## src/rtl/tjmono_pkg.sv

```systemverilog
// Shared definitions for the TJ-Monopix data link transmitter.
// Holds the 27-bit readout word geometry, the serializer FSM state
// encoding and a helper that packs hit fields into a link word.
package tjmono_pkg;

  localparam int WORD_W = 27;
  localparam int COL_W  = 6;
  localparam int ROW_W  = 9;
  localparam int TS_W   = 6;

  // Word layout, MSB first on the wire: {col, te, le, row}
  localparam int ROW_LSB = 0;
  localparam int LE_LSB  = ROW_LSB + ROW_W;
  localparam int TE_LSB  = LE_LSB + TS_W;
  localparam int COL_LSB = TE_LSB + TS_W;

  typedef enum logic [1:0] {
    ST_IDLE  = 2'd0,
    ST_WAIT  = 2'd1,
    ST_SHIFT = 2'd2
  } state_t;

  function automatic logic [WORD_W-1:0] pack_word(
    input logic [COL_W-1:0] col,
    input logic [TS_W-1:0]  te,
    input logic [TS_W-1:0]  le,
    input logic [ROW_W-1:0] row
  );
    logic [WORD_W-1:0] w;
    w = '0;
    w[COL_LSB +: COL_W] = col;
    w[TE_LSB  +: TS_W]  = te;
    w[LE_LSB  +: TS_W]  = le;
    w[ROW_LSB +: ROW_W] = row;
    return w;
  endfunction

endpackage

```

## src/rtl/tjmono_data_tx_if.sv

```systemverilog
// Hit input handshake plus the TOKEN/FREEZE/READ/DATA serial link.
// master: hit source / link receiver side (drives hits, FREEZE, READ)
// slave : transmitter side (drives HIT_READY, TOKEN, DATA)
interface tjmono_data_tx_if;

  logic                        HIT_VALID;
  logic                        HIT_READY;
  logic [tjmono_pkg::COL_W-1:0] HIT_COL;
  logic [tjmono_pkg::ROW_W-1:0] HIT_ROW;
  logic [tjmono_pkg::TS_W-1:0]  HIT_LE;
  logic [tjmono_pkg::TS_W-1:0]  HIT_TE;
  logic                        RX_FREEZE;
  logic                        RX_READ;
  logic                        RX_TOKEN;
  logic                        RX_DATA;

  modport master (
    output HIT_VALID, HIT_COL, HIT_ROW, HIT_LE, HIT_TE, RX_FREEZE, RX_READ,
    input  HIT_READY, RX_TOKEN, RX_DATA
  );

  modport slave (
    input  HIT_VALID, HIT_COL, HIT_ROW, HIT_LE, HIT_TE, RX_FREEZE, RX_READ,
    output HIT_READY, RX_TOKEN, RX_DATA
  );

endinterface

```

## src/rtl/gray_enc6.sv

```systemverilog
// 6-bit binary to Gray converter, purely combinational.
// Ports: b_i binary in, g_o Gray out.
module gray_enc6 (
  input  logic [5:0] b_i,
  output logic [5:0] g_o
);

  assign g_o = b_i ^ (b_i >> 1);

endmodule

```

## src/rtl/tjmono_data_tx.sv

```systemverilog
// Chip-side emulator of the TJ-Monopix column readout (transmit end).
// Queues hits in a small FIFO, raises TOKEN while data is pending,
// snapshots the pending count on FREEZE and serializes one 27-bit word
// per READ rising edge, MSB first, READ_LATENCY+1 cycles after the edge.
// Ports:
//   RX_CLK         clock for all logic and the serial output
//   RST            asynchronous active-high reset
//   bus            hit handshake and serial link (slave side)
//   FIFO_LEVEL     words currently stored
//   EMPTY_READ_CNT READs answered with an all-zero word (saturating)
//   READ_ERR       sticky: READ edge arrived while a word was in flight
module tjmono_data_tx
  import tjmono_pkg::*;
#(
  parameter int ASIZE        = 4,
  parameter int READ_LATENCY = 4,
  parameter bit GRAY_EN      = 1'b1
) (
  input  logic             RX_CLK,
  input  logic             RST,
  tjmono_data_tx_if.slave  bus,
  output logic [ASIZE:0]   FIFO_LEVEL,
  output logic [7:0]       EMPTY_READ_CNT,
  output logic             READ_ERR
);

  localparam int             DEPTH    = 1 << ASIZE;
  localparam logic [ASIZE:0] ONE_P    = 1;
  localparam logic [ASIZE:0] FULL_LVL = DEPTH[ASIZE:0];
  localparam logic [3:0]     LAT_LAST = 4'(READ_LATENCY - 1);

  // Field encoding happens before the FIFO so stored words are wire-ready
  logic [TS_W-1:0]   le_gray, te_gray, le_enc, te_enc;
  logic [WORD_W-1:0] push_word;

  gray_enc6 u_gray_le (.b_i(bus.HIT_LE), .g_o(le_gray));
  gray_enc6 u_gray_te (.b_i(bus.HIT_TE), .g_o(te_gray));

  assign le_enc    = GRAY_EN ? le_gray : bus.HIT_LE;
  assign te_enc    = GRAY_EN ? te_gray : bus.HIT_TE;
  assign push_word = pack_word(bus.HIT_COL, te_enc, le_enc, bus.HIT_ROW);

  logic [WORD_W-1:0] mem_q [DEPTH];
  logic [ASIZE:0]    wr_ptr_q, rd_ptr_q, level, level_d;
  logic              full, push, pop, avail;
  logic              freeze_q, read_q, freeze_rise, read_rise;
  logic [ASIZE:0]    frz_cnt_q, frz_cnt_d, frz_eff;
  logic              token_q, token_d;
  state_t            state_q, state_d;
  logic [WORD_W-1:0] sh_q, sh_d;
  logic [3:0]        lat_cnt_q, lat_cnt_d;
  logic [4:0]        bit_cnt_q, bit_cnt_d;
  logic              data_q, data_d;
  logic [7:0]        empty_cnt_q, empty_cnt_d;
  logic              read_err_q, read_err_d;

  assign level       = wr_ptr_q - rd_ptr_q;
  assign full        = (level == FULL_LVL);
  assign freeze_rise = bus.RX_FREEZE & ~freeze_q;
  assign read_rise   = bus.RX_READ & ~read_q;

  // On the freeze edge itself the snapshot is the live level, so a READ
  // arriving in that same cycle is served from the newly frozen set.
  assign frz_eff = freeze_rise ? level : frz_cnt_q;
  assign avail   = bus.RX_FREEZE ? (frz_eff != '0) : (level != '0);
  assign pop     = (state_q == ST_IDLE) & read_rise & avail;

  // A full FIFO still accepts a word in the cycle a pop frees a slot
  assign bus.HIT_READY = ~RST & (~full | pop);
  assign push          = bus.HIT_VALID & bus.HIT_READY;
  assign level_d       = level + {{ASIZE{1'b0}}, push} - {{ASIZE{1'b0}}, pop};

  always_comb begin
    frz_cnt_d = frz_eff;
    if (!bus.RX_FREEZE) begin
      frz_cnt_d = '0;
    end else if (pop) begin
      frz_cnt_d = frz_eff - ONE_P;
    end
  end

  // TOKEN looks at next-state counts so it drops right after the last pop
  assign token_d = bus.RX_FREEZE ? (frz_cnt_d != '0) : (level_d != '0);

  always_comb begin
    state_d     = state_q;
    sh_d        = sh_q;
    lat_cnt_d   = lat_cnt_q;
    bit_cnt_d   = bit_cnt_q;
    data_d      = data_q;
    empty_cnt_d = empty_cnt_q;
    read_err_d  = read_err_q;

    if (read_rise && (state_q != ST_IDLE)) begin
      read_err_d = 1'b1;
    end

    case (state_q)
      ST_IDLE: begin
        data_d = 1'b0;
        if (read_rise) begin
          if (pop) begin
            sh_d = mem_q[rd_ptr_q[ASIZE-1:0]];
          end else begin
            sh_d = '0;
            if (empty_cnt_q != 8'hFF) begin
              empty_cnt_d = empty_cnt_q + 8'd1;
            end
          end
          lat_cnt_d = '0;
          state_d   = ST_WAIT;
        end
      end
      ST_WAIT: begin
        lat_cnt_d = lat_cnt_q + 4'd1;
        if (lat_cnt_q == LAT_LAST) begin
          bit_cnt_d = 5'd26;
          state_d   = ST_SHIFT;
        end
      end
      ST_SHIFT: begin
        data_d = sh_q[WORD_W-1];
        sh_d   = {sh_q[WORD_W-2:0], 1'b0};
        if (bit_cnt_q == 5'd0) begin
          state_d = ST_IDLE;
        end else begin
          bit_cnt_d = bit_cnt_q - 5'd1;
        end
      end
      default: state_d = ST_IDLE;
    endcase
  end

  // FIFO storage: contents need no reset, the pointers define validity
  always_ff @(posedge RX_CLK) begin
    if (push) begin
      mem_q[wr_ptr_q[ASIZE-1:0]] <= push_word;
    end
  end

  always_ff @(posedge RX_CLK or posedge RST) begin
    if (RST) begin
      wr_ptr_q    <= '0;
      rd_ptr_q    <= '0;
      freeze_q    <= 1'b0;
      read_q      <= 1'b0;
      frz_cnt_q   <= '0;
      token_q     <= 1'b0;
      state_q     <= ST_IDLE;
      sh_q        <= '0;
      lat_cnt_q   <= '0;
      bit_cnt_q   <= '0;
      data_q      <= 1'b0;
      empty_cnt_q <= '0;
      read_err_q  <= 1'b0;
    end else begin
      if (push) wr_ptr_q <= wr_ptr_q + ONE_P;
      if (pop)  rd_ptr_q <= rd_ptr_q + ONE_P;
      freeze_q    <= bus.RX_FREEZE;
      read_q      <= bus.RX_READ;
      frz_cnt_q   <= frz_cnt_d;
      token_q     <= token_d;
      state_q     <= state_d;
      sh_q        <= sh_d;
      lat_cnt_q   <= lat_cnt_d;
      bit_cnt_q   <= bit_cnt_d;
      data_q      <= data_d;
      empty_cnt_q <= empty_cnt_d;
      read_err_q  <= read_err_d;
    end
  end

  assign bus.RX_TOKEN   = token_q;
  assign bus.RX_DATA    = data_q;
  assign FIFO_LEVEL     = level;
  assign EMPTY_READ_CNT = empty_cnt_q;
  assign READ_ERR       = read_err_q;

endmodule
```

## src/flat_wrapper.sv

```systemverilog
// flat-port wrapper written by rule: the top's interface ports become plain ports
module tjmono_data_tx_flat import tjmono_pkg::*;
#(
  parameter int ASIZE        = 4,
  parameter int READ_LATENCY = 4,
  parameter bit GRAY_EN      = 1'b1
)
  (RX_CLK, RST, FIFO_LEVEL, EMPTY_READ_CNT, READ_ERR, bus_HIT_VALID, bus_HIT_COL, bus_HIT_ROW, bus_HIT_LE, bus_HIT_TE, bus_RX_FREEZE, bus_RX_READ, bus_HIT_READY, bus_RX_TOKEN, bus_RX_DATA);
  tjmono_data_tx_if bus_i ();
  input  logic RX_CLK;
  input  logic RST;
  output logic [ASIZE:0] FIFO_LEVEL;
  output logic [7:0] EMPTY_READ_CNT;
  output logic READ_ERR;
  input wire logic [$bits(bus_i.HIT_VALID)-1:0] bus_HIT_VALID;
  input wire logic [$bits(bus_i.HIT_COL)-1:0] bus_HIT_COL;
  input wire logic [$bits(bus_i.HIT_ROW)-1:0] bus_HIT_ROW;
  input wire logic [$bits(bus_i.HIT_LE)-1:0] bus_HIT_LE;
  input wire logic [$bits(bus_i.HIT_TE)-1:0] bus_HIT_TE;
  input wire logic [$bits(bus_i.RX_FREEZE)-1:0] bus_RX_FREEZE;
  input wire logic [$bits(bus_i.RX_READ)-1:0] bus_RX_READ;
  output wire logic [$bits(bus_i.HIT_READY)-1:0] bus_HIT_READY;
  output wire logic [$bits(bus_i.RX_TOKEN)-1:0] bus_RX_TOKEN;
  output wire logic [$bits(bus_i.RX_DATA)-1:0] bus_RX_DATA;
  assign bus_i.HIT_VALID = bus_HIT_VALID;
  assign bus_i.HIT_COL = bus_HIT_COL;
  assign bus_i.HIT_ROW = bus_HIT_ROW;
  assign bus_i.HIT_LE = bus_HIT_LE;
  assign bus_i.HIT_TE = bus_HIT_TE;
  assign bus_i.RX_FREEZE = bus_RX_FREEZE;
  assign bus_i.RX_READ = bus_RX_READ;
  assign bus_HIT_READY = bus_i.HIT_READY;
  assign bus_RX_TOKEN = bus_i.RX_TOKEN;
  assign bus_RX_DATA = bus_i.RX_DATA;
  tjmono_data_tx #(.ASIZE(ASIZE), .READ_LATENCY(READ_LATENCY), .GRAY_EN(GRAY_EN)) u_core (.RX_CLK(RX_CLK), .RST(RST), .bus(bus_i), .FIFO_LEVEL(FIFO_LEVEL), .EMPTY_READ_CNT(EMPTY_READ_CNT), .READ_ERR(READ_ERR));
endmodule
```

## config.mk

```make
export PLATFORM = sky130hd
export DESIGN_NAME = tjmono_data_tx_flat
export DESIGN_NICKNAME = d
export VERILOG_FILES = /design/src/rtl/tjmono_pkg.sv /design/src/rtl/tjmono_data_tx_if.sv /design/src/rtl/gray_enc6.sv /design/src/rtl/tjmono_data_tx.sv /design/src/flat_wrapper.sv
export SDC_FILE = /design/constraint.sdc
export NUM_CORES = 1
export LEC_CHECK = 0
export ABC_AREA = 1
export CAP_MARGIN = 0
export CORE_MARGIN = 4
export CORE_UTILIZATION = 50
export CTS_CLUSTER_DIAMETER = 150
export DETAILED_ROUTE_END_ITERATION = 8
export PLACE_DENSITY_LB_ADDON = 0.05
export SLEW_MARGIN = 10
export SYNTH_ARGS = -nofsm -noshare
export SYNTH_HDL_FRONTEND = slang
export SYNTH_HIERARCHICAL = 1
export SYNTH_SLANG_ARGS = --single-unit
export TNS_END_PERCENT = 20
```

## constraint.sdc

```tcl
create_clock -name RX_CLK -period 12.9 [get_ports RX_CLK]
set_input_delay 2.58 -clock RX_CLK [delete_from_list [all_inputs] [get_ports RX_CLK]]
set_output_delay 2.58 -clock RX_CLK [all_outputs]
set_load 0.005 [all_outputs]
```

==> metrics.md, run 1 <==
| Metric | Value |
|---|---|
| DRT iter0 DRCs | 1117 |
| Worst hold margin | 0.482 ns |
| Die height | 210 µm |
| Reg-to-Reg Start | u_core/rd_ptr_q[1]$_DFFE_PP0P_ |
| GP Congestion | 0.818 |
| Final cell count without fillers | 2200 |
| Vias in the first global route | 12800 |
| Clock Path Buffers | 3 |
| Skew final | 0.0186 ns |
| Vias | 12800 |
| Final critical-path share of the clock period | 60.2% |
| Most common cell after layout, fill and taps aside | edfxtp_1 |
| DRT Wirelength | 48.9 mm |
| Flop pwr share | 37.8% |
| Slowest cell delay on critical path | 0.58 ns |
| H-tree depth | 2 |
| Post-route ant nets | 0 |
| Layout cells sized above 1 | 9.43% |
| Aggregate negative setup slack | 0 ns |
| DR pass1 iterations | 5 |
| Flop-to-flop setup slack | 7.68 ns |
| Die area | 44200 µm² |
| Hold path start | u_core/READ_ERR$_DFFE_PP0P_ |
| Final net count | 1688 |
| Worst Max-Slew Pin Slew | 1.20 ns |
| Critical path type | in2out |
| NetSw | 0.00186 W |
| RSZ-0062 raised after global routing | no |
| Cts repair resizes | 0 |
| Critical path, cell by cell | clkdlybuf4s50_1 > inv_2 > nor2_4 > o21ai_0 > ha_1 > nand2_2 > nor2_4 > nand2_4 > nand3_4 > a31oi_1 > clkdlybuf4s50_1 |
| Antenna violations before repair | 0 |
| Worst hold path endpoint | u_core/READ_ERR$_DFFE_PP0P_ |
| Worst VDD drop | 0.117 mV |
| Synth Area per Inst | 12.8 µm² |
| Drt wl/cell | 22.2 µm |
| Skew-Pair Late Insertion Delay | 0.59 ns |
| DRC errors left | 0 |
| Core area | 40100 µm² |
| Pwr Density | 225 nW/µm² |
| Hold path cells | 1 |
| N_diodes | 0 |
| Synth Instances | 1596 |
| Post-synthesis cell type count | 46 |
| Worst-path clk slew | 0.06 ns |
| CTS Buf Count | 52 |
| Commonest non-fill, non-tap cells in the layout | edfxtp_1, nand2_1, nor2_1 |
| Area grow syn2layout | 13.5% |
| Inst Count DP | 2105 |
| Slowest CP cell | clkdlybuf4s50_1 |
| CTS Hold Buffers Added | 0 |
| Vias per cell | 5.84 |
| Worst EP required | 10.32 ns |
| Port Buf Inserts | 48 |
| Relative slew slack | 20.0% |
| DP HPWL | 25.5 mm |
| Sequential element share of the synthesized area | 71.5% |
| Number of I/O pins | 49 |
| Postcts setup bufs | 0 |
| Overall routing resource usage | 22.1% |
| P_int | 0.00337 W |
| GRT Residual Overflow | 0 |
| CTS root buffer | clkbuf_16 |
| Final Hold Fails | 0 |
| Peak Freq | 129 MHz |
| Max-slew violations | 0 |
| Largest net degree at the start of global routing | 129 |
| Crit end category | primary output |
| Max-Cap Viols | 0 |
| Clk sink count | 498 |
| Seq cells post-synth | 498 |
| Die W | 210 µm |
| Initial core utilization | 51.0% |
| Yosys Warn Count | 6 |
| CTS tree | built |
| Num rows | 73 |
| First-pass GRT wire length | 75.4 mm |
| Startpoint types | input pin |
| Final setup viols | 0 |
| Sw Ratio | 35.6% |
| Reg2reg path depth | 24 |
| Clock power frac | 28.2% |
| Reg2reg end | u_core/bus.RX_TOKEN$_DFF_PP0_ |
| Min cycle time layout | 7.77 ns |
| Cell Area, Synth | 20400 µm² |
| Min-delay worst type | reg2reg |
| Combinational share of power | 34.0% |
| Worst EP arrival | 5.19 ns |
| Outcome | completed |
| Critical path peak fanout | 14 |
| Mapped Nets | 1650 |
| Critical path origin | bus_RX_FREEZE |
| Leakage | 8.17 nW |
-- flip-flops by register name, summed over array words and instances (netlist names) --
name                   cells
u_core/state_q             2
u_core/READ_ERR            1
u_core/lat_cnt_q           4
u_core/wr_ptr_q            5
u_core/EMPTY_READ_CNT      8
u_core/rd_ptr_q            5
u_core/frz_cnt_q           5
u_core/read_q              1
u_core/bus.RX_DATA         1
u_core/mem_q             432
u_core/bus.RX_TOKEN        1
u_core/freeze_q            1
u_core/bit_cnt_q           5
u_core/sh_q               27
-- metrics by stage --
| stage | instance area (µm²) | worst slack (ns) | power, W | utilization, % |
|---|---|---|---|---|
| after floorplan | 20400 | 6.07 | 0.00323 | - |
| after detailed placement | 21500 | 5.15 | 0.00379 | 53.6 |
| final | 23200 | 5.13 | 0.00523 | 57.9 |
| after global routing | 23200 | 4.93 | 0.00555 | 57.9 |
| after global placement | 21500 | 5.26 | 0.00376 | 53.6 |
| after CTS | 23200 | 5.15 | 0.00528 | 57.9 |
-- area by class of cell --
| class | count | area, µm² |
|---|---|---|
| Fill cell | 3232 | 16900 |
| Sequential cell | 498 | 14600 |
| Multi-Input combinational cell | 908 | 5140 |
| Clock buffer | 66 | 1410 |
| Timing Repair Buffer | 80 | 721 |
| Tap cell | 525 | 657 |
| Inverter | 94 | 364 |
| Clock inverter | 29 | 282 |
-- power groups by stage --
stage	sequential [W]	combinational (W)	clock (W)
floorplan	0.00198	0.00125	0
global placement	0.00201	0.00175	0
detailed placement	0.00201	0.00178	0
CTS	0.00198	0.00179	0.00151
global route	0.00199	0.00198	0.00158
finish	0.00198	0.00178	0.00148
-- cell families (layout without fill, tap and decap cells) --
group,after synthesis,in the layout,share of synthesized area [%]
xor gates and xnor gates,18,18,0.771
and+or+nand+nor,511,511,10.4
adders and majority gates,22,22,1.42
buffers and inverters,190,269,3.71
DFF,498,498,71.5
muxes,1,1,0.0551
AOI/OAI and AO/OA,356,356,12.1
-- Yosys cell counts, drive strengths merged --
library cell | instances | area (µm²)
nor2 | 141 | 552
a31oi | 4 | 25.0
clkbuf | 74 | 278
o21ai | 126 | 634
buf | 22 | 128
nand2 | 279 | 1070
o31ai | 1 | 7.51
ha | 20 | 250
inv | 92 | 345
nand3 | 63 | 358
a21oi | 61 | 313
a21o | 1 | 7.51
nor4 | 1 | 6.26
mux2 | 1 | 11.3
nand3b | 1 | 7.51
clkinv | 2 | 7.51
o2111ai | 1 | 8.76
a22o | 1 | 8.76
or2 | 4 | 25.0
o21bai | 1 | 7.51
o221ai | 104 | 911
fa | 2 | 40.0
nand4 | 4 | 25.0
xnor2 | 3 | 26.3
o22ai | 3 | 18.8
edfxtp | 432 | 13000
o211ai | 1 | 7.51
a221oi | 1 | 8.76
nor3 | 18 | 90.1
dfrtp | 66 | 1650
xor2 | 15 | 131
a32o | 51 | 510
-- worst max path at each step --
stage | endpoint | depth (start not counted)
CTS | bus_HIT_READY | 11
floorplan | u_core/mem_q[3][0]$_DFFE_PP_ | 4
finish | bus_HIT_READY | 11
global route | bus_HIT_READY | 11
global placement | bus_HIT_READY | 11
detailed placement | bus_HIT_READY | 11
-- metal layers --
layer	global-route usage (%)	wire length [µm]	part of all wire, %
met1	30.6	22000	45
met4	6.23	1140	2.3
met5	0	0	0
met3	3.20	2200	4.5
met2	37.1	23600	48
-- critical path: cells and delay by family --
kind | cells | cell delay, ns
buffers and inverters | 3 | 1.22
AND/OR/NAND/NOR | 5 | 0.67
AO/OA/AOI/OAI | 2 | 0.42
adder cells (fa/ha/maj) | 1 | 0.29
Power figures use the tool's default switching activity.
==> inputs of run 2 (changes only) <==
Clock period 12.9 ns to 7 ns, I/O delays scaled along.
==> metrics.md, run 2 (synthesis results as in run 1) <==
| Metric | Value |
|---|---|
| Outcome | completed |
| Area grow syn2layout | 14.0% |
| Max-Cap Viols | 0 |
| Worst EP arrival | 4.04 ns |
| Antenna violations before repair | 0 |
| Pwr Density | 416 nW/µm² |
| Footprint of the multi-input gates | 5140 µm² |
| Most common cell after layout, fill and taps aside | edfxtp_1 |
| RSZ-0062 raised after global routing | no |
| Leakage | 8.19 nW |
| CTS tree | built |
| Post-route ant nets | 0 |
| CTS Buf Count | 52 |
| Vias per cell | 5.80 |
| GP Congestion | 0.768 |
| Crit end category | primary output |
| Final setup viols | 0 |
| Vias | 12800 |
| Finished Cell Area | 23300 µm² |
| DRC errors left | 0 |
| FF+latch area | 14600 µm² |
| N_diodes | 0 |
| Port Buf Inserts | 48 |
| Skew-Pair Late Insertion Delay | 0.60 ns |
| DRT iter0 DRCs | 1111 |
| First-pass GRT wire length | 74.3 mm |
| Peak Freq | 184 MHz |
| Layout cells sized above 1 | 9.36% |
| Critical path type | in2out |
| Commonest non-fill, non-tap cells in the layout | edfxtp_1, nand2_1, nor2_1 |
| Aggregate negative setup slack | 0 ns |
| DP Area | 21600 µm² |
| Final net count | 1689 |
| Worst VDD drop | 0.257 mV |
| Die W | 210 µm |
| Reg2reg path depth | 26 |
| Cts repair resizes | 0 |
| Clock Path Buffers | 3 |
| H-tree depth | 2 |
| Relative slew slack | 22.2% |
| Worst-path clk slew | 0.05 ns |
| Reg2reg end | u_core/bus.RX_TOKEN$_DFF_PP0_ |
| Max FFs per register | 432 |
| Min cycle time layout | 5.44 ns |
| Startpoint types | input pin |
| Final critical-path share of the clock period | 77.8% |
| Clk sink count | 498 |
| Min-delay worst type | reg2reg |
| CTS root buffer | clkbuf_16 |
| Critical path peak fanout | 14 |
| Final Hold Fails | 0 |
| GRT Residual Overflow | 0 |
| Die height | 210 µm |
| Worst EP required | 5.60 ns |
| Initial core utilization | 51.0% |
| Worst hold path endpoint | u_core/READ_ERR$_DFFE_PP0P_ |
| Num rows | 73 |
| Max-slew violations | 0 |
| Die area | 44200 µm² |
| Largest net degree at the start of global routing | 122 |
| Hold path start | u_core/READ_ERR$_DFFE_PP0P_ |
| Overall routing resource usage | 21.8% |
| Core area | 40100 µm² |
| Fillers | 3225 |
| Hold path cells | 1 |
| DP HPWL | 25.9 mm |
| DRT Wirelength | 48.3 mm |
| DR pass1 iterations | 7 |
| Vias in the first global route | 12500 |
| Flop-to-flop setup slack | 1.86 ns |
| Worst Max-Slew Pin Slew | 1.16 ns |
| Reg-to-Reg Start | u_core/rd_ptr_q[0]$_DFFE_PP0P_ |
| Skew final | 0.0191 ns |
| Drt wl/cell | 22.0 µm |
| Number of I/O pins | 49 |
| Postcts setup bufs | 0 |
| CTS Hold Buffers Added | 0 |
[run 2: cell types whose count changed in the layout (fill, tap and decap cells not counted), sizes merged]
cell | before | now
bufinv | 5 | 7
clkbuf | 66 | 67
clkinv | 23 | 20
clkinvlp | 1 | 2
buf | 32 | 33
[run 2: worst max path at each step]
stage                                          endpoint  slack (ns)                           start  cells past startpoint
after global routing                      bus_HIT_READY        1.30  u_core/rd_ptr_q[0]$_DFFE_PP0P_                     13
after detailed placement  u_core/bus.RX_TOKEN$_DFF_PP0_        1.21                   bus_RX_FREEZE                     24
after global placement    u_core/bus.RX_TOKEN$_DFF_PP0_        1.32                   bus_RX_FREEZE                     24
after floorplan            u_core/mem_q[3][0]$_DFFE_PP_        1.35                             RST                      4
final                                     bus_HIT_READY        1.56                   bus_RX_FREEZE                     11
after CTS                                 bus_HIT_READY        1.55  u_core/rd_ptr_q[0]$_DFFE_PP0P_                     13
[run 2: through the flow]
stage	hold WS (ns)	power, W	utilization [%]	cells	setup slack (ns)
global route	0.510	0.0103	58.1	2202	1.30
global placement	0.471	0.00692	53.8	2106	1.32
finish	0.484	0.00968	58.1	2202	1.56
floorplan	0.468	0.00595	-	1596	1.35
detailed placement	0.478	0.00698	53.8	2106	1.21
CTS	0.489	0.00977	58.1	2202	1.55
[run 2: layer usage]
metal	share of wire, %	track usage, %	wire length, µm	up-vias
li1	-	-	-	5985
met2	49	36.5	23500	343
met4	1.9	6.19	942	0
met3	5.7	3.63	2780	62
met5	0	0	0	-
met1	44	30.0	21100	6383
[run 2: layout make-up]
type / instances / share of cell area [%]
flip-flops and latches: 498 / 62.8
multi-input cells: 908 / 22.1
clock buffers: 67 / 6.00
repair buffers: 81 / 3.34
well taps: 525 / 2.82
inverters: 94 / 1.56
clock inverters: 29 / 1.43
[run 2: power breakdown]
part           leakage [nW]  total (W)  switching, W  internal [W]
clock network         0.845    0.00278       0.00111       0.00166
logic                  2.63    0.00325       0.00215       0.00110
registers              4.72    0.00366      0.000155       0.00350
total                  8.19    0.00968       0.00342       0.00627
[run 2: worst max-delay path, stage by stage]
cell and delay [ns]:
clkdlybuf4s50_1 0.59, inv_2 0.11, nor2_4 0.26, o21ai_0 0.23, ha_1 0.28, nand2_2 0.10, nor2_4 0.05, nand2_4 0.10
nand3_4 0.16, a31oi_1 0.21, clkdlybuf4s50_1 0.53
==> inputs of run 3 (changes only) <==
Clock period 7 ns to 4.9 ns, I/O delays scaled along.
==> metrics.md, run 3 (synthesis results as in run 1) <==
| Metric | Value |
|---|---|
| Outcome | completed |
| Max FFs per register | 432 |
| Hold path cells | 1 |
| Min cycle time layout | 4.70 ns |
| Die W | 210 µm |
| Reg-to-Reg Start | u_core/wr_ptr_q[0]$_DFFE_PP0P_ |
| Initial core utilization | 51.0% |
| Clock Path Buffers | 3 |
| Core area | 40100 µm² |
| Most common cell after layout, fill and taps aside | edfxtp_1 |
| Postcts setup bufs | 0 |
| Drt wl/cell | 22.8 µm |
| Reg2reg end | u_core/bus.RX_TOKEN$_DFF_PP0_ |
| Vias | 13000 |
| CTS tree | built |
| DR pass1 iterations | 5 |
| Pwr Density | 582 nW/µm² |
| H-tree depth | 2 |
| Flop-to-flop setup slack | 0.40 ns |
| Die area | 44200 µm² |
| Clk sink count | 498 |
| CTS root buffer | clkbuf_16 |
| Max-slew violations | 0 |
| Area grow syn2layout | 13.4% |
| DR top layer | met4 |
| Commonest non-fill, non-tap cells in the layout | edfxtp_1, nand2_1, nor2_1 |
| Final worst slack | 0.197 ns |
| Startpoint types | flip-flop |
| Number of I/O pins | 49 |
| CTS Buf Count | 51 |
| Met2 WL | 24.1 mm |
| DRC errors left | 0 |
| Final setup viols | 0 |
| Worst VDD drop | 0.402 mV |
| Vias per cell | 5.87 |
| Worst hold path endpoint | u_core/READ_ERR$_DFFE_PP0P_ |
| DRT Wirelength | 50.5 mm |
| Antenna violations before repair | 0 |
| Total power | 0.0135 W |
| Die height | 210 µm |
| Worst-path clk slew | 0.06 ns |
| Final core occ | 57.8% |
| Critical path type | reg2out |
| Final Hold Fails | 0 |
| N_diodes | 0 |
| Final net count | 1699 |
| Reg2reg path depth | 27 |
| Cts repair resizes | 0 |
| Relative slew slack | 14.7% |
| Final critical-path share of the clock period | 96.0% |
| Worst EP required | 3.92 ns |
| Leakage | 8.15 nW |
| Num rows | 73 |
| RSZ-0062 raised after global routing | no |
| Critical path peak fanout | 9 |
| Hold path start | u_core/READ_ERR$_DFFE_PP0P_ |
| DP Area | 21700 µm² |
| GP Congestion | 0.883 |
| Place WS | 0.142 ns |
| DRT iter0 DRCs | 1128 |
| Fillers | 3260 |
| Max-Cap Viols | 0 |
| Largest net degree at the start of global routing | 192 |
| DP HPWL | 26.7 mm |
| Worst hold margin | 0.486 ns |
| Crit end category | primary output |
| Worst EP arrival | 3.72 ns |
| Finished Cell Area | 23200 µm² |
| Vias in the first global route | 12700 |
| Overall routing resource usage | 22.8% |
| Port Buf Inserts | 48 |
| First-pass GRT wire length | 77.2 mm |
| Skew final | 0.0127 ns |
| Worst Max-Slew Pin Slew | 1.28 ns |
| GRT Residual Overflow | 0 |
| Met3 WL | 2.26 mm |
| Skew-Pair Late Insertion Delay | 0.59 ns |
| M1 wire length | 22.9 mm |
| CTS Hold Buffers Added | 0 |
| Peak Freq | 213 MHz |
| Post-route ant nets | 0 |
| Min-delay worst type | reg2reg |
| Layout cells sized above 1 | 9.19% |
run 3: cell types whose count changed in the layout (fill, tap and decap cells not counted), sizes merged:
cell / delta
bufinv: -7
clkinv: +10
buf: +11
clkinvlp: -1
clkbuf: -3
run 3: worst max path at each step:
stage,start,to,slack (ns),cells after the start
global route,u_core/wr_ptr_q[0]$_DFFE_PP0P_,bus_HIT_READY,0.03,14
floorplan,RST,u_core/mem_q[3][0]$_DFFE_PP_,-0.33,4
detailed placement,bus_RX_FREEZE,u_core/bus.RX_TOKEN$_DFF_PP0_,0.14,24
finish,u_core/wr_ptr_q[0]$_DFFE_PP0P_,bus_HIT_READY,0.20,14
CTS,u_core/wr_ptr_q[0]$_DFFE_PP0P_,bus_HIT_READY,0.17,14
global placement,bus_RX_FREEZE,u_core/bus.RX_TOKEN$_DFF_PP0_,0.22,24
run 3: routing by layer:
metal  track usage (%)  up-vias
li1                  -     6004
met1              32.5     6557
met2              37.6      333
met3              2.78       82
met4              6.37        0
met5                 0        -
run 3: cell type report:
class / instances / area [µm²] / area share [%]
multi-input cells: 908 / 5140 / 22.2
flip-flops and latches: 498 / 14600 / 63.1
inverters: 94 / 364 / 1.57
clock inverters: 31 / 146 / 0.632
repair buffers: 92 / 861 / 3.71
well taps: 525 / 657 / 2.83
clock buffers: 64 / 1380 / 5.94
run 3: report_power, final:
group,switching (W),internal (W),total (W),leakage (nW)
registers,0.000155,0.00501,0.00516,4.72
logic,0.00318,0.00160,0.00478,2.68
clock network,0.00157,0.00198,0.00355,0.746
total,0.00490,0.00859,0.0135,8.15
run 3: per-stage QoR:
stage	setup TNS [ns]	instances
2_1_floorplan	-131.71	1596
3_3_place_gp	0	2117
3_5_place_dp	0	2117
4_1_cts	0	2212
5_1_grt	0	2212
6_report	0	2212
run 3: critical path: stages, from the launching register on:
cell and delay (ns):
dfrtp_1 0.42, inv_1 0.15, ha_1 0.16, inv_1 0.06, fa_1 0.53, inv_1 0.12, nand2_1 0.08, o21ai_0 0.14
ha_1 0.29, nand2_2 0.10, nor2_4 0.05, nand2_4 0.10, nand3_4 0.16, a31oi_1 0.23, clkdlybuf4s50_1 0.54
==> patch: new RTL, flow settings as in run 2 <==
Make the reset (`RST`) synchronous in one clocked block. Comments in the files are not updated.
--- a/src/rtl/tjmono_data_tx.sv
+++ b/src/rtl/tjmono_data_tx.sv
@@ -138,7 +138,7 @@
     end
   end
 
-  always_ff @(posedge RX_CLK or posedge RST) begin
+  always_ff @(posedge RX_CLK) begin
     if (RST) begin
       wr_ptr_q    <= '0;
       rd_ptr_q    <= '0;
Behaviour: differs if RST is asserted again (counterexample within 4 cycles, from zero or initial values and one cycle with RST high); with RST held inactive, the same outputs for 4 cycles.
==> patch against run 2 <==
Sequential cell count up 4; synthesized area about the same; final area down 1.4%; routed wire length down 1.9%; sequential share of layout area down 0.17 points; synthesized cell count up 11%; die area about the same; global-route usage down 0.53 points; fmax up 2.2%; worst setup slack better by 0.12 ns; worst hold slack worse by 0.017 ns; non-clock buffer count down 23; largest cell class unchanged.
Power is not compared: it rests on default switching activity, and its combinational part moved more than twofold at a synthesized area within 25%.
==> patch: results (changes against run 2) <==
[placed_design]
place_area_um2=21400  ; -1.0%
place.gp.congestion=0.828  ; +7.9%
pre_cts_slack_ns=1.18  ; -0.0328 ns
post-dp-hpwl_mm=24.7  ; -4.6%
port_buffers=48  ; unchanged

[logic_synthesis]
synth_cell_types=41  ; -11%
synth_area_per_cell_um2=11.6  ; -9.8%
ys_top_cells_by_count=edfxtp_1, nor2_1, nand2_1, o21ai_0, o22ai_1
synth_area_leaders=edfxtp_1, dfxtp_1, o21ai_0, nor2_1, nand2_1
synth_warnings=6  ; unchanged
synth_seq_cells=502  ; +0.80%
synthArstFlopShare_pct=0  ; -13 points
synth_edf_count=432  ; unchanged
seq_area_frac_synth_pct=70.4  ; -1.2 points

[finish]
signal_buffers=58  ; -28%
clk_share_pct=7.04  ; -0.39 points
largest_reg_flops=432  ; unchanged
diodes=0  ; unchanged
multi_input_area_share_pct=23.9  ; +1.9 points
buf_share_pct=2.40  ; -0.94 points
syn_to_final_growth_pct=12.4
fill_cells=3355  ; +4.0%
multi_input_gates=1093  ; +20%
regArea_um2=14400  ; -1.7%
inv_count=69  ; -27%
final_nets=1830  ; +8.3%
nClkBuffers=83  ; +24%
drive_gt1_share_pct=7.26  ; -2.1 points

[setup_path]
cp_slowest_stage_delay_ns=0.50  ; -0.09 ns
critPathMaxFanout=11  ; -3
crit_family=buffers and inverters
cp_data_arrival_time_ns=3.93  ; -0.11 ns
r2r_cells=23  ; -12%

[clocking]
cts_root_buf=clkbuf_16
postCtsSetupBuffers=0  ; unchanged
htreeDepth=2  ; unchanged
clk_latency_ns=0.57  ; -0.03 ns
post_cts_resized=0  ; unchanged
cts_buffer_depth=3  ; unchanged
path_clk_slew_ns=0.06
cts_buffers=52  ; unchanged

[global_routing]
grt_max_degree=120  ; -1.6%
grt_use_total_pct=21.3  ; -0.53 points
grt_pass1_wl_mm=74.0  ; -0.38%
antenna_found_initial=0  ; unchanged

[sta]
slew_violations=0  ; unchanged
clock_skew_ns=0.0111  ; -0.00799 ns
worstMarginPinSlew_ns=1.15  ; -0.0101 ns

[drt]
drt-initial-drc-count=1070  ; -3.7%
dr.pass1.iters=5  ; -2
wl_per_cell_um=20.2  ; -7.8%
vias=13300  ; +4.3%

[pwr]
ir_drop_mv=0.233

[run_status]
status=finished clean

[hold_path]
worstHoldPathCells=2  ; +1

[patch: cell types whose count changed in the layout (fill, tap and decap cells not counted), sizes merged, moves of 66 or more]
cell / before / now
o221ai: 104 / 0
dfxtp: 0 / 70
o22ai: 3 / 108
dfrtp: 66 / 0
nor2: 141 / 267
o21ai: 126 / 232
[patch: worst paths after layout]
| check | start | endpoint | slack, ns |
|---|---|---|---|
| max | bus_RX_FREEZE | bus_HIT_READY | 1.67 |
| min | u_core/bus.RX_DATA | u_core/bus.RX_DATA | 0.47 |
| max reg2reg | u_core/wr_ptr_q[0] | u_core/bus.RX_TOKEN | 1.82 |
| min reg2reg | u_core/bus.RX_DATA | u_core/bus.RX_DATA | 0.47 |
[patch: metrics by stage]
stage,total power [mW],utilization (%),hold slack [ns],std cells
after CTS,7.06,57.3,0.462,2343
after floorplan,4.14,-,0.441,1768
after global placement,4.43,53.3,0.449,2247
final,6.99,57.3,0.467,2343
after detailed placement,4.44,53.3,0.451,2247
after global routing,7.32,57.3,0.499,2343
[patch: kinds of logic (layout without fill, tap and decap cells)]
family / count (synthesis) / count (layout) / share of synthesized area, %
xor gates and xnor gates: 13 / 13 / 0.557
buffers and inverters: 173 / 223 / 3.35
AOI/OAI and AO/OA: 398 / 398 / 10.7
and+or+nand+nor: 660 / 660 / 13.6
DFF: 502 / 502 / 70.4
adders and majority gates: 22 / 22 / 1.42
[patch: where the power goes]
group	switching (mW)	internal [mW]	total [mW]
registers	0.0756	3.32	3.39
logic	0.655	0.334	0.990
clock network	1.08	1.53	2.61
total	1.81	5.18	6.99
[patch: metal layers]
metal,vias up,global-route usage (%),wire length [um]
met3,73,2.98,2670
met4,0,5.20,907
met5,-,0,0
met1,6524,29.8,21000
met2,359,35.8,22900
li1,6364,-,-
